[src/rtl/sd_boot_lader.sv]
// rtl/sd_boot_lader.sv - SD card boot loader: length header, N data words into RAM, CPU reset release
// Paced SD reads with timeout, RAM write handshake, size check and restart on Start.
module sd_boot_lader #(
  parameter int WORDSIZE   = 32,
  parameter int ADDR_WIDTH = 32,
  parameter int RAM_BASE   = 0,
  parameter int MAX_WORDS  = 32768,
  parameter int PACING     = 31,
  parameter int TIMEOUT    = 65535,
  parameter int AUTO_START = 1
) (
  input  logic                  Clock,
  input  logic                  Reset,
  input  logic                  Start,
  input  logic                  SDBusy,
  input  logic [WORDSIZE-1:0]   SDDaten,
  output logic                  SDLesen,
  output logic [ADDR_WIDTH-1:0] SDAdresse,
  output logic                  RAMSchreiben,
  output logic [ADDR_WIDTH-1:0] RAMAdresse,
  output logic [WORDSIZE-1:0]   RAMDaten,
  input  logic                  RAMGeschrieben,
  output logic                  CPUReset,
  output logic                  Fertig,
  output logic                  Fehler,
  output logic [ADDR_WIDTH-1:0] WorteGeladen
);

  typedef enum logic [3:0] {
    S_IDLE, S_PAUSE, S_REQ, S_WAIT_BUSY, S_WAIT_DATA, S_CHECK, S_WRITE, S_DONE, S_ERROR
  } state_t;

  state_t                state_q, state_d;
  logic                  auto_q, auto_d;
  logic                  hdr_q, hdr_d;
  logic [ADDR_WIDTH-1:0] idx_q, idx_d;
  logic [ADDR_WIDTH-1:0] n_q, n_d;
  logic [ADDR_WIDTH-1:0] worte_q, worte_d;
  logic [WORDSIZE-1:0]   data_q, data_d;
  logic [31:0]           cnt_q, cnt_d;
  logic                  sd_lesen_q, sd_lesen_d;
  logic [ADDR_WIDTH-1:0] sd_adresse_q, sd_adresse_d;
  logic                  ram_schreiben_q, ram_schreiben_d;
  logic [ADDR_WIDTH-1:0] ram_adresse_q, ram_adresse_d;
  logic [WORDSIZE-1:0]   ram_daten_q, ram_daten_d;
  logic                  start_load;
  logic                  timed_out;

  always_ff @(posedge Clock) begin
    if (Reset) begin
      state_q         <= S_IDLE;
      auto_q          <= (AUTO_START != 0);
      hdr_q           <= 1'b1;
      idx_q           <= '0;
      n_q             <= '0;
      worte_q         <= '0;
      data_q          <= '0;
      cnt_q           <= '0;
      sd_lesen_q      <= 1'b0;
      sd_adresse_q    <= '0;
      ram_schreiben_q <= 1'b0;
      ram_adresse_q   <= ADDR_WIDTH'(RAM_BASE);
      ram_daten_q     <= '0;
    end else begin
      state_q         <= state_d;
      auto_q          <= auto_d;
      hdr_q           <= hdr_d;
      idx_q           <= idx_d;
      n_q             <= n_d;
      worte_q         <= worte_d;
      data_q          <= data_d;
      cnt_q           <= cnt_d;
      sd_lesen_q      <= sd_lesen_d;
      sd_adresse_q    <= sd_adresse_d;
      ram_schreiben_q <= ram_schreiben_d;
      ram_adresse_q   <= ram_adresse_d;
      ram_daten_q     <= ram_daten_d;
    end
  end

  // cnt_q is shared: pacing in PAUSE, timeout across WAIT_BUSY+WAIT_DATA, and in WRITE.
  assign timed_out = (cnt_q >= 32'(TIMEOUT));

  always_comb begin
    state_d         = state_q;
    auto_d          = 1'b0;
    hdr_d           = hdr_q;
    idx_d           = idx_q;
    n_d             = n_q;
    worte_d         = worte_q;
    data_d          = data_q;
    cnt_d           = cnt_q + 32'd1;
    sd_lesen_d      = 1'b0;
    sd_adresse_d    = sd_adresse_q;
    ram_schreiben_d = ram_schreiben_q;
    ram_adresse_d   = ram_adresse_q;
    ram_daten_d     = ram_daten_q;
    start_load      = 1'b0;

    case (state_q)
      S_IDLE: start_load = Start || auto_q;
      S_PAUSE: begin
        if (cnt_q + 32'd1 >= 32'(PACING)) state_d = S_REQ;
      end
      S_REQ: begin
        if (!SDBusy) begin
          sd_lesen_d   = 1'b1;
          sd_adresse_d = idx_q;
          state_d      = S_WAIT_BUSY;
        end
      end
      S_WAIT_BUSY: begin
        if (SDBusy)         state_d = S_WAIT_DATA;
        else if (timed_out) state_d = S_ERROR;
      end
      S_WAIT_DATA: begin
        if (!SDBusy) begin
          data_d  = SDDaten;
          state_d = S_CHECK;
        end else if (timed_out) begin
          state_d = S_ERROR;
        end
      end
      S_CHECK: begin
        if (hdr_q) begin
          if (data_q == '0 || data_q > WORDSIZE'(MAX_WORDS)) begin
            state_d = S_ERROR;
          end else begin
            n_d     = ADDR_WIDTH'(data_q);
            hdr_d   = 1'b0;
            idx_d   = ADDR_WIDTH'(1);
            state_d = S_PAUSE;
          end
        end else begin
          ram_adresse_d   = ADDR_WIDTH'(RAM_BASE) + idx_q - ADDR_WIDTH'(1);
          ram_daten_d     = data_q;
          ram_schreiben_d = 1'b1;
          state_d         = S_WRITE;
        end
      end
      S_WRITE: begin
        if (RAMGeschrieben) begin
          ram_schreiben_d = 1'b0;
          worte_d         = worte_q + ADDR_WIDTH'(1);
          idx_d           = idx_q + ADDR_WIDTH'(1);
          state_d         = (worte_q + ADDR_WIDTH'(1) == n_q) ? S_DONE : S_PAUSE;
        end else if (timed_out) begin
          ram_schreiben_d = 1'b0;
          state_d         = S_ERROR;
        end
      end
      S_DONE:  start_load = Start;
      S_ERROR: start_load = Start;
      default: state_d = S_IDLE;
    endcase

    if (start_load) begin
      state_d = S_PAUSE;
      hdr_d   = 1'b1;
      idx_d   = '0;
      worte_d = '0;
    end

    if (state_d != state_q && !(state_q == S_WAIT_BUSY && state_d == S_WAIT_DATA)) cnt_d = '0;
  end

  assign SDLesen      = sd_lesen_q;
  assign SDAdresse    = sd_adresse_q;
  assign RAMSchreiben = ram_schreiben_q;
  assign RAMAdresse   = ram_adresse_q;
  assign RAMDaten     = ram_daten_q;
  assign WorteGeladen = worte_q;
  assign CPUReset     = (state_q != S_DONE);
  assign Fertig       = (state_q == S_DONE);
  assign Fehler       = (state_q == S_ERROR);

endmodule

[config.mk]
export PLATFORM = sky130hd
export DESIGN_NAME = sd_boot_lader
export DESIGN_NICKNAME = d
export VERILOG_FILES = /design/src/rtl/sd_boot_lader.sv
export SDC_FILE = /design/constraint.sdc
export NUM_CORES = 1
export LEC_CHECK = 0
export ABC_AREA = 1
export CAP_MARGIN = 30
export CORE_MARGIN = 2
export CORE_UTILIZATION = 50
export CTS_CLUSTER_SIZE = 28
export DETAILED_ROUTE_END_ITERATION = 12
export PLACE_DENSITY = 0.73
export SKIP_CTS_REPAIR_TIMING = 1
export SLEW_MARGIN = 10
export SYNTH_ARGS = -nofsm -noshare
export SYNTH_HDL_FRONTEND = slang
export SYNTH_SLANG_ARGS = --single-unit
[constraint.sdc]
create_clock -name Clock -period 3.25 [get_ports Clock]
set_clock_uncertainty 0.05 [all_clocks]
set_input_delay 0.325 -clock Clock [delete_from_list [all_inputs] [get_ports Clock]]
set_output_delay 0.325 -clock Clock [all_outputs]
set_load 0.03 [all_outputs]
==> metrics, run 1 <==
status=finished, final reports clean; Mapped Cells=1,912; Synth Area in Adders=0.004818; largest family of logic cells by synthesized area=simple AND/OR/NAND/NOR gates; syn nets=between 1,500 and 2,000; Final Max Slew Viols=0; yosys warns=0; Critical Path End Type=flop; drt first pass iters=6; reg-to-reg setup timing slack=around 0.26 ns; worst r2r path cells=22; Mean Syn Cell Area=~6.8 sq um; FP Rows=58; nets@finish=around 2,100; Core ar.=25,330 sq um; Area Growth Syn to Fin=23.41%; DP Cell Count=2,358; initial antenna violation count=1; Period minus WS final=~3 ns; total power=around 6.7 mW; DR WL/cell=~15 um; largest net degree at the start of global routing=around 110; post-synth cell types=43; grt ovf=0; reg-to-reg endpoint=cnt_q[19]; I/O Pins=between 150 and 200; clk sinks=between 200 and 300; Worst R2R Start=WorteGeladen[1]; grt met1 use=0.3526; PwrDens=416.9 nW/um^2; Hold Path Cell Cnt=2; number of H-tree levels=1; crit path kind=flop to flop; CP required=approximately 3.7 ns; Iter 0 DRT Violations=892; fmax=334.3 MHz; Place WS=between 0.15 and 0.2 ns; placed cell areas=roughly 15,000 sq um; Synth Area in Simple Gates=0.3052; post-DP HPWL=26,560 um; Crit Path Max Fanout=32; CP arrival=around 3.4 ns; fin cells=around 2,400; total CTS buffers=28; Die ar.=27,270 sq um; first-pass GRT wire length=around 59,000 um; GRT busiest layer=met2; post-route DRC violation count=0; clock slew at reported path FFs=0.06 ns; routability cong.=0.9359; P_leak=approximately 6.3 nW; total track usage=0.2630; Hold Violations, Final=0; ANT nets after route=0; final setup margin=0.2590 ns; Compound-Gate Fraction of Synth Area=0.1552; mapped cell area=roughly 13,000 sq um; Clock Tree Root=clkbuf_16; fin util=0.6326; layout cells sized above 1=0.07345; vias in the first global route=approximately 12,000; initial cell density of the core=0.5126; IO buf count=~170; worst hold endpoint=data_q[12]; post-synthesis sequential area ratio=0.4071; Post-Synth XOR/XNOR Area=0.02785; Worst setup SP type=flop; met3 GRT Util=0.05744; FILL cells=2,345; clk buf depth=3; die height=165.1 um; CTS tree=done; synthesized flop and latch total=about 260; worst vdd ir=around 0.5 mV; final setup vio count=0; global routing usage on met2=0.4314; mux share of post-synthesis cell area=0; Via density=around 5.3; final setup TNS=0 ns; hold crit path type=input port to flop; insertion delay to the later sink of the worst-skew pair=between 0.5 and 0.6 ns; WL final=about 36,000 um; final instance area=~16,000 sq um; detailed-route via count=between 10,000 and 15,000; HP Start=Reset; final period utilization=0.9203; Slew @ Worst Pin=between 0.8 and 0.9 ns; die width=165.1 um; max_cap viols=0; final hold slack=~0.069 ns; normalized max-slew margin=0.4208
==> worst max-delay path by stage <==
| stage | slack [ns] | start | cells past startpoint | endpoint |
|---|---|---|---|---|
| after global routing | -0.007 | WorteGeladen[1] | 22 | cnt_q[0] |
| after CTS | 0.15 | WorteGeladen[1] | 22 | cnt_q[31] |
| after detailed placement | 0.17 | WorteGeladen[1] | 22 | cnt_q[31] |
| after floorplan | 0.51 | WorteGeladen[0] | 22 | cnt_q[2] |
| after global placement | 0.27 | WorteGeladen[1] | 22 | cnt_q[0] |
| final | 0.26 | WorteGeladen[1] | 22 | cnt_q[19] |
==> kinds of logic (layout without fill, tap and decap cells) <==
group | count (synthesis) | count (layout)
buf+inv | 339 | 510
other cells | 0 | 1
simple gates | 894 | 894
flops | 264 | 264
xor+xnor | 38 | 38
fa+ha+maj | 5 | 5
compound gates | 372 | 372
==> sequential cells by signal (all words and copies together), names as in the netlist <==
signal        cells
state_q           4
hdr_q             1
idx_q            32
SDAdresse        32
RAMSchreiben      1
auto_q            1
RAMDaten         32
cnt_q            32
SDLesen           1
n_q              32
RAMAdresse       32
data_q           32
WorteGeladen     32
==> Yosys cell counts <==
| cell | instances | area, sq um |
|---|---|---|
| o221ai_1 | 7 | 61.31 |
| nand2_1 | 389 | 1460 |
| nor3b_1 | 2 | 15.01 |
| clkbuf_1 | 70 | 262.8 |
| nand3b_1 | 11 | 82.58 |
| a31o_2 | 1 | 8.760 |
| a211oi_1 | 5 | 37.54 |
| o211ai_1 | 8 | 60.06 |
| o21bai_1 | 14 | 105.1 |
| clkinv_1 | 2 | 7.510 |
| o21ai_0 | 150 | 750.7 |
| nand4_1 | 36 | 225.2 |
| dfxtp_1 | 264 | 5285 |
| o21ai_1 | 2 | 10.01 |
| buf_2 | 1 | 5.000 |
| xnor2_1 | 8 | 70.07 |
| o2111ai_1 | 1 | 8.760 |
| o211a_1 | 2 | 20.02 |
| o21bai_2 | 1 | 11.26 |
| nor4_1 | 11 | 68.82 |
| a21oi_1 | 165 | 825.8 |
| inv_1 | 258 | 968.4 |
| nor3_1 | 38 | 190.2 |
| ha_1 | 5 | 62.56 |
| nor3_2 | 2 | 20.02 |
| buf_6 | 3 | 33.78 |
| a31oi_1 | 7 | 43.79 |
| nor4_2 | 1 | 12.51 |
| xor2_1 | 28 | 245.2 |
| xor3_1 | 1 | 23.77 |
| o21a_1 | 7 | 52.55 |
| buf_1 | 1 | 3.750 |
| nor2_1 | 186 | 698.2 |
| nor2_2 | 43 | 269.0 |
| nand3_1 | 159 | 795.8 |
| a2bb2oi_1 | 1 | 8.760 |
| nor2_4 | 5 | 56.30 |
| and2_1 | 3 | 18.77 |
| or2_1 | 2 | 12.51 |
| inv_2 | 4 | 15.01 |
| nand2_2 | 6 | 37.54 |
| xnor3_1 | 1 | 22.52 |
| o221a_2 | 1 | 11.26 |
==> power by group <==
part	internal, mW	total [mW]	switching [mW]	leakage (nW)
sequential	3.24	3.25	0.00574	2.13
combinational	0.0760	0.202	0.126	3.72
clock	1.90	3.23	1.33	0.470
==> cell usage in the layout (no fill, tap or decap), types with 10 or more instances in the layout <==
cell             synthesis  final
inv_1                  258    258
nor4_1                  11     11
nand4_1                 36     36
o21ai_0                150    150
buf_4                    0     23
o21bai_1                14     14
clkbuf_16                0     28
nand3_1                159    159
nand2_1                389    388
nor2_2                  43     46
clkbuf_8                 0     10
a21oi_1                165    165
nand3b_1                11     11
xor2_1                  28     28
dfxtp_1                264    262
nor2_1                 186    181
clkdlybuf4s50_1          0    168
nor3_1                  38     35
==> worst max-delay path, cell delays in order, from the launching register on <==
cell,delay [ns]
dfxtp_2,0.36
ha_2,0.20
nand2_2,0.10
nor2_4,0.18
nand2_2,0.14
nor2_4,0.20
nand2_1,0.07
nand2_1,0.08
nand2_1,0.07
nand2_1,0.06
nand2_1,0.07
nor2_1,0.14
nand3_1,0.10
nor2_1,0.13
nand2_1,0.10
nand3_1,0.10
nand2_1,0.07
nand2_1,0.07
nand3_1,0.09
o21bai_2,0.13
nand2_2,0.08
buf_12,0.22
nor2_2,0.10
==> cell type report <==
type,count,area (sq um),share of cell area
tap,330,412.9,0.02577
inverter,264,991.0,0.06185
sequential,264,5288,0.3300
timing repair buffer,195,1919,0.1198
clock inverter,10,112.6,0.007028
antenna,1,2.502,0.0001562
multi-input combinational,1309,6447,0.4024
clock buffer,41,849.6,0.05302
==> metal layers <==
layer	up-vias	part of all wire
li1	6513	-
met4	0	0.019
met3	60	0.070
met5	-	0
met1	5860	0.46
met2	352	0.45
Note: power is estimated with default switching activity, not from simulation.
==> run 2, diff against run 1 <==
--- a/config.mk
+++ b/config.mk
@@ -11,6 +11,7 @@
 export CORE_UTILIZATION = 50
 export CTS_CLUSTER_SIZE = 28
 export DETAILED_ROUTE_END_ITERATION = 12
+export HOLD_SLACK_MARGIN = 0.15
 export PLACE_DENSITY = 0.73
 export SKIP_CTS_REPAIR_TIMING = 1
 export SLEW_MARGIN = 10
==> metrics, run 2 (synthesis gave the netlist of run 1 again) <==
status=finished, final reports clean; vias in the first global route=around 12,000; fin util=0.6329; CTS tree=done; total power=6.686 mW; final period utilization=0.9164; Worst setup SP type=flop; Critical Path End Type=flop; FILL cells=~2,300; Worst R2R Start=WorteGeladen[1]; CP required=around 3.7 ns; die width=between 150 and 200 um; commonest non-fill, non-tap cells in the layout=nand2_1 (388), dfxtp_1 (262), inv_1 (258); worst vdd ir=between 0.5 and 0.6 mV; FP Rows=58; IO buf count=169; Area Growth Syn to Fin=23.47%; Via density=roughly 5.3; normalized max-slew margin=0.4072; Core ar.=25,330 sq um; initial antenna violation count=0; largest net degree at the start of global routing=around 110; worst r2r path cells=22; routability cong.=0.9359; commonest non-fill, non-tap cell in the layout=nand2_1; P_leak=approximately 6.3 nW; total track usage=0.2630; clk sinks=~260; reg-to-reg setup timing slack=~0.27 ns; post-route DRC violation count=0; HP Start=SDDaten[12]; clk buf depth=3; WL final=~36,000 um; DR WL/cell=about 15 um; fmax=between 300 and 400 MHz; layout cells sized above 1=0.07342; PwrDens=417.1 nW/um^2; initial cell density of the core=0.5126; I/O Pins=170; Clock Tree Root=clkbuf_16; number of H-tree levels=1; CP arrival=~3.4 ns; hold crit path type=input port to flop; grt ovf=0; die height=about 170 um; nets@finish=approximately 2,100; insertion delay to the later sink of the worst-skew pair=0.56 ns; clock slew at reported path FFs=roughly 0.060 ns; Iter 0 DRT Violations=between 800 and 900; n_diodes=0; Slew @ Worst Pin=a little under 0.9 ns; Period minus WS final=2.978 ns; worst hold endpoint=data_q[12]; Hold Path Cell Cnt=3; drt first pass iters=5; crit path kind=flop to flop; Crit Path Max Fanout=32; first-pass GRT wire length=slightly below 60,000 um; ANT nets after route=0; Final Max Slew Viols=0; Die ar.=27,270 sq um; post-DP HPWL=around 27,000 um; final setup vio count=0; reg-to-reg endpoint=cnt_q[19]; Hold Violations, Final=0; total CTS buffers=28; detailed-route via count=12,800; max_cap viols=0
==> run 2: final cells by class <==
cell class,instances,area [sq um],area share
inverters,264,991.0,0.06182
clock buffers,41,849.6,0.05300
multi-input cells,1309,6447,0.4022
repair buffers,196,1929,0.1204
well taps,330,412.9,0.02576
clock inverters,10,112.6,0.007025
flip-flops and latches,264,5288,0.3298
==> run 2: worst max-delay path, cell delays in order (launching register included) <==
cell and delay (ns):
dfxtp_2 0.36, ha_2 0.20, nand2_2 0.10, nor2_4 0.18
nand2_2 0.14, nor2_4 0.20, nand2_1 0.07, nand2_1 0.08
nand2_1 0.06, nand2_1 0.06, nand2_1 0.06, nor2_1 0.14
nand3_1 0.10, nor2_1 0.13, nand2_1 0.10, nand3_1 0.10
nand2_1 0.07, nand2_1 0.06, nand3_1 0.09, o21bai_2 0.13
nand2_2 0.08, buf_12 0.23, nor2_2 0.10
==> run 2: worst max path at each step <==
stage               startpoint         to  slack (ns)  cells after the start
2_1_floorplan  WorteGeladen[0]   cnt_q[2]        0.51                     22
5_1_grt        WorteGeladen[1]   cnt_q[0]      -0.007                     22
4_1_cts        WorteGeladen[1]  cnt_q[31]        0.15                     22
6_report       WorteGeladen[1]  cnt_q[19]        0.27                     22
3_5_place_dp   WorteGeladen[1]  cnt_q[31]        0.17                     22
3_3_place_gp   WorteGeladen[1]   cnt_q[0]        0.27                     22
==> run 2: power by group <==
part | switching, mW | internal, mW | total, mW
clock network | 1.34 | 1.90 | 3.24
logic | 0.127 | 0.0769 | 0.204
registers | 0.00578 | 3.24 | 3.25
==> run 2: per-layer routing <==
| layer | vias to the layer above | track usage | wire [um] |
|---|---|---|---|
| met3 | 49 | 0.05744 | 2693 |
| met5 | - | 0 | 0 |
| met2 | 365 | 0.4314 | 16500 |
| met4 | 0 | 0.06482 | 599 |
| met1 | 5864 | 0.3526 | 16570 |
| li1 | 6517 | - | - |
==> run 2: per-stage QoR <==
step	setup TNS [ns]	setup WS (ns)	hold slack, ns	instances	cell area (sq um)
3_5_place_dp	0	0.1691	0.4028	2358	15000
4_1_cts	0	0.1514	0.04214	2409	15960
6_report	0	0.2718	0.3106	2414	16030
2_1_floorplan	0	0.5106	0.3027	1912	12980
5_1_grt	-0.01625	-0.006609	0.3099	2414	16030
3_3_place_gp	0	0.2732	0.3866	2358	15000
==> run 3, diff against run 2 <==
--- a/config.mk
+++ b/config.mk
@@ -11,8 +11,8 @@
 export CORE_UTILIZATION = 50
 export CTS_CLUSTER_SIZE = 28
 export DETAILED_ROUTE_END_ITERATION = 12
+export DONT_BUFFER_PORTS = 1
 export HOLD_SLACK_MARGIN = 0.15
-export PLACE_DENSITY = 0.73
 export SKIP_CTS_REPAIR_TIMING = 1
 export SLEW_MARGIN = 10
 export SYNTH_ARGS = -nofsm -noshare
==> metrics, run 3 (synthesis gave the netlist of run 1 again) <==
fmax=~340 MHz; normalized max-slew margin=0.5669; largest net degree at the start of global routing=about 100; P_leak=6.067 nW; nets@finish=between 2,000 and 2,500; I/O Pins=170; max_cap viols=0; Via density=5.308; Core ar.=around 25,000 sq um; Worst setup SP type=flop; Iter 0 DRT Violations=slightly below 1,000; final period utilization=0.9157; commonest non-fill, non-tap cells in the layout=nand2_1 (388), dfxtp_1 (258), inv_1 (258); FP Rows=58; die width=approximately 170 um; ANT nets after route=0; die height=approximately 170 um; initial antenna violation count=1; Max stage delay on crit path=0.38 ns; worst path cell trace=ha_2 > nand2_2 > nor2_4 > nand2_2 > nor2_4 > inv_1 > nand2_1 > nand3b_1 > nand2_1 > nand2_1 > nor2_1 > nand3_1 > nor2_1 > nand2_1 > nand3_1 > nand2_1 > nand2_1 > nand3_1 > o21bai_2 > nand2_2 > buf_12 > nor2_2; detailed-route via count=12,270; Period minus WS final=slightly below 3 ns; Critical Path End Type=flop; vias in the first global route=11,290; grt ovf=0; DR WL/cell=~16 um; clock slew at reported path FFs=roughly 0.06 ns; placed cell areas=approximately 14,000 sq um; critical path's slowest cell=dfxtp_1; WL final=about 37,000 um; total CTS buffers=29; insertion delay to the later sink of the worst-skew pair=about 0.56 ns; final setup vio count=0; post-route DRC violation count=0; worst vdd ir=just over 0.4 mV; n_diodes=0; Die ar.=between 20,000 and 30,000 sq um; total track usage=0.2621; Crit Path Max Fanout=32; fin util=0.5922; Final Max Slew Viols=0; drt first pass iters=6; final setup margin=between 0.2 and 0.3 ns; Place WS=~0.20 ns; clk sinks=264; Area Growth Syn to Fin=15.51%; routability cong.=around 0.92; layout cells sized above 1=0.09082; post-DP HPWL=approximately 26,000 um; crit path kind=flop to flop; IO buf count=0; CP arrival=about 3.4 ns; status=finished, final reports clean; Clock Tree Root=clkbuf_16; first-pass GRT wire length=57,660 um; clk buf depth=3; commonest non-fill, non-tap cell in the layout=nand2_1; CP required=about 3.7 ns; Buf+Inv Stages, Crit Path=2; PwrDens=about 460 nW/um^2; Slew @ Worst Pin=approximately 0.65 ns; delay-heaviest family, CP=simple AND/OR/NAND/NOR gates; Critical Path Most Common Cell=nand2_1; final instance area=approximately 15,000 sq um; initial cell density of the core=0.5126; CTS tree=done; final setup TNS=0 ns; number of H-tree levels=1; hold crit path type=input port to flop; Hold Violations, Final=0
## run 3: power by group
part	leakage, nW	switching [mW]	total, mW	internal (mW)
logic	3.45	0.132	0.197	0.0652
clock network	0.484	1.34	3.41	2.07
registers	2.13	0.00595	3.25	3.24
total	6.07	1.47	6.85	5.38
## run 3: cell type report
| type | count | area, sq um |
|---|---|---|
| fill | 2475 | 10330 |
| multi-input combinational | 1309 | 6455 |
| sequential | 264 | 5293 |
| inverter | 264 | 992.2 |
| timing repair buffer | 95 | 860.8 |
| clock buffer | 41 | 820.8 |
| tap | 330 | 412.9 |
| clock inverter | 9 | 163.9 |
## run 3: metrics by stage
stage / instances / hold WS [ns] / power, mW
floorplan: 1912 / 0.3027 / 3.433
global placement: 2221 / 0.3170 / 3.465
detailed placement: 2221 / 0.3160 / 3.465
CTS: 2271 / -0.2686 / 6.870
global route: 2312 / 0.1516 / 7.072
finish: 2312 / 0.1021 / 6.849
## run 3: worst min-delay path, delay by kind of cell
kind            cells  cell delay (ns)
buf+inv             1             0.13
simple gates        1             0.13
compound gates      1             0.06
## run 3: path summary, 6_finish.rpt
path / startpoint / end / slack (ns) / cells past startpoint
setup / recovery: WorteGeladen[1] / cnt_q[10] / 0.27 / 22
hold / removal: SDBusy / data_q[14] / 0.10 / 3
setup reg to reg: WorteGeladen[1] / cnt_q[10] / 0.27 / 22
hold reg to reg: n_q[21] / n_q[21] / 0.42 / 2
## run 3: layer usage
metal	routed length, um	track usage	vias up
met3	3020	0.08142	63
met4	913	0.07510	0
met2	16220	0.4172	347
met5	0	0	-
met1	16460	0.3426	5548
li1	-	-	6315
==> RTL edit, RTL diff (config.mk and constraints of run 3) <==
`AUTO_START`: 1 -> 0.
--- a/src/rtl/sd_boot_lader.sv
+++ b/src/rtl/sd_boot_lader.sv
@@ -8,5 +8,5 @@
   parameter int PACING     = 31,
   parameter int TIMEOUT    = 65535,
-  parameter int AUTO_START = 1
+  parameter int AUTO_START = 0
 ) (
   input  logic                  Clock,
Function: same outputs for any inputs over 10 cycles, from zero or initial values and one cycle with Reset high; that may be too few to reach the edited logic, so the function may still have changed.
==> RTL edit against run 3 <==
Count of clock-buffer cells in the layout fell by 1. Critical path depth fell by 8. Design area rose by 0.86%. Total power fell by 0.66%. Worst setup slack improved by 0.0026 ns. Sequential cell count fell by 1. Routed wire length rose by 4.6%. Area after synthesis rose by 1.3%. Highest routed layer unchanged.
==> RTL edit: results (changes against run 3) <==
status completed; first-pass GRT wire length 62.7 mm (+8.7%); dpl cells 2,289 (+3.1%); xor-xnor portion of the synthesized cell area 2.58% (-0.21 points); Adder-Cell Fraction of Synth Area 0.476% (-0.0060 points); grt met1 use 36.4% (+2.2 points); DR WL met2 17.2 mm (+6.1%); largest net degree at the start of global routing 72 (-29%); peak supply drop 0.467 mV (+13%); vias in the first global route 12,103 (+7.2%); Sequential Area 5270 um2 (-0.52%); GP Congestion 0.918 (-0.20%); layout cells sized above 1 8.70% (-0.38 points); Slew @ Worst Pin 0.807 ns (+0.161 ns); synth top area cells dfxtp_1 40%, nand2_1 13%, inv_1 7.4%; Synth top cells by count 448 x nand2_1, 263 x dfxtp_1, 260 x inv_1; fill cell count 2,503 (+1.1%); Leak Pwr 6.29 nW (+3.7%); DR iter-0 viols 873 (-12%); GRT Overall Usage 27.1% (+0.84 points); placed inst area 13,700 um2 (+1.2%); Reg power frac 47.5% (about the same); max incr delay on CP 0.56 ns (+0.18 ns); antenna violations before repair 0 (-1); Syn Nets 2,016 (+3.2%); clk_lat worst skew 0.54 ns (-0.02 ns); post-place setup slack 0.0459 ns (-0.153 ns); sequential area share after synthesis 40.0% (-0.66 points); Worst EP arrival 3.35 ns (-0.07 ns); nets 2,066 (+3.0%); mean post-synth cell area 6.66 um2 (-1.9%); Tot Pwr 0.00680 W (-0.66%); met3 WL 2.79 mm (-7.5%)
[RTL edit: cell types whose count changed after synthesis, sizes merged, moves of 7 or more]
cell   delta
a21oi    -13
nand2    +58
nand3    +20
nand4     -7
nor2     +37
o21ai    -21
[RTL edit: layout make-up]
cell class | count | area share (%)
tap | 335 | 2.77
inverter | 267 | 6.65
timing repair buffer | 97 | 5.64
clock buffer | 40 | 5.40
clock inverter | 12 | 1.11
multi-input combinational | 1366 | 43.6
sequential | 263 | 34.8
[RTL edit: path summary, 6_finish.rpt]
check                               from           end  slack [ns]  depth (start not counted)
worst min-delay path               Reset  RAMDaten[19]        0.20                          4
worst max register to register  cnt_q[0]    state_q[1]        0.28                         14
worst max-delay path            cnt_q[0]    state_q[1]        0.28                         14
worst min register to register   n_q[17]       n_q[17]        0.42                          2
[RTL edit: kinds of logic after synthesis]
group / count (synthesis)
AO/OA/AOI/OAI: 334
XOR/XNOR: 34
adder cells (fa/ha/maj): 5
buffers and inverters: 345
flip-flops: 263
AND/OR/NAND/NOR: 993
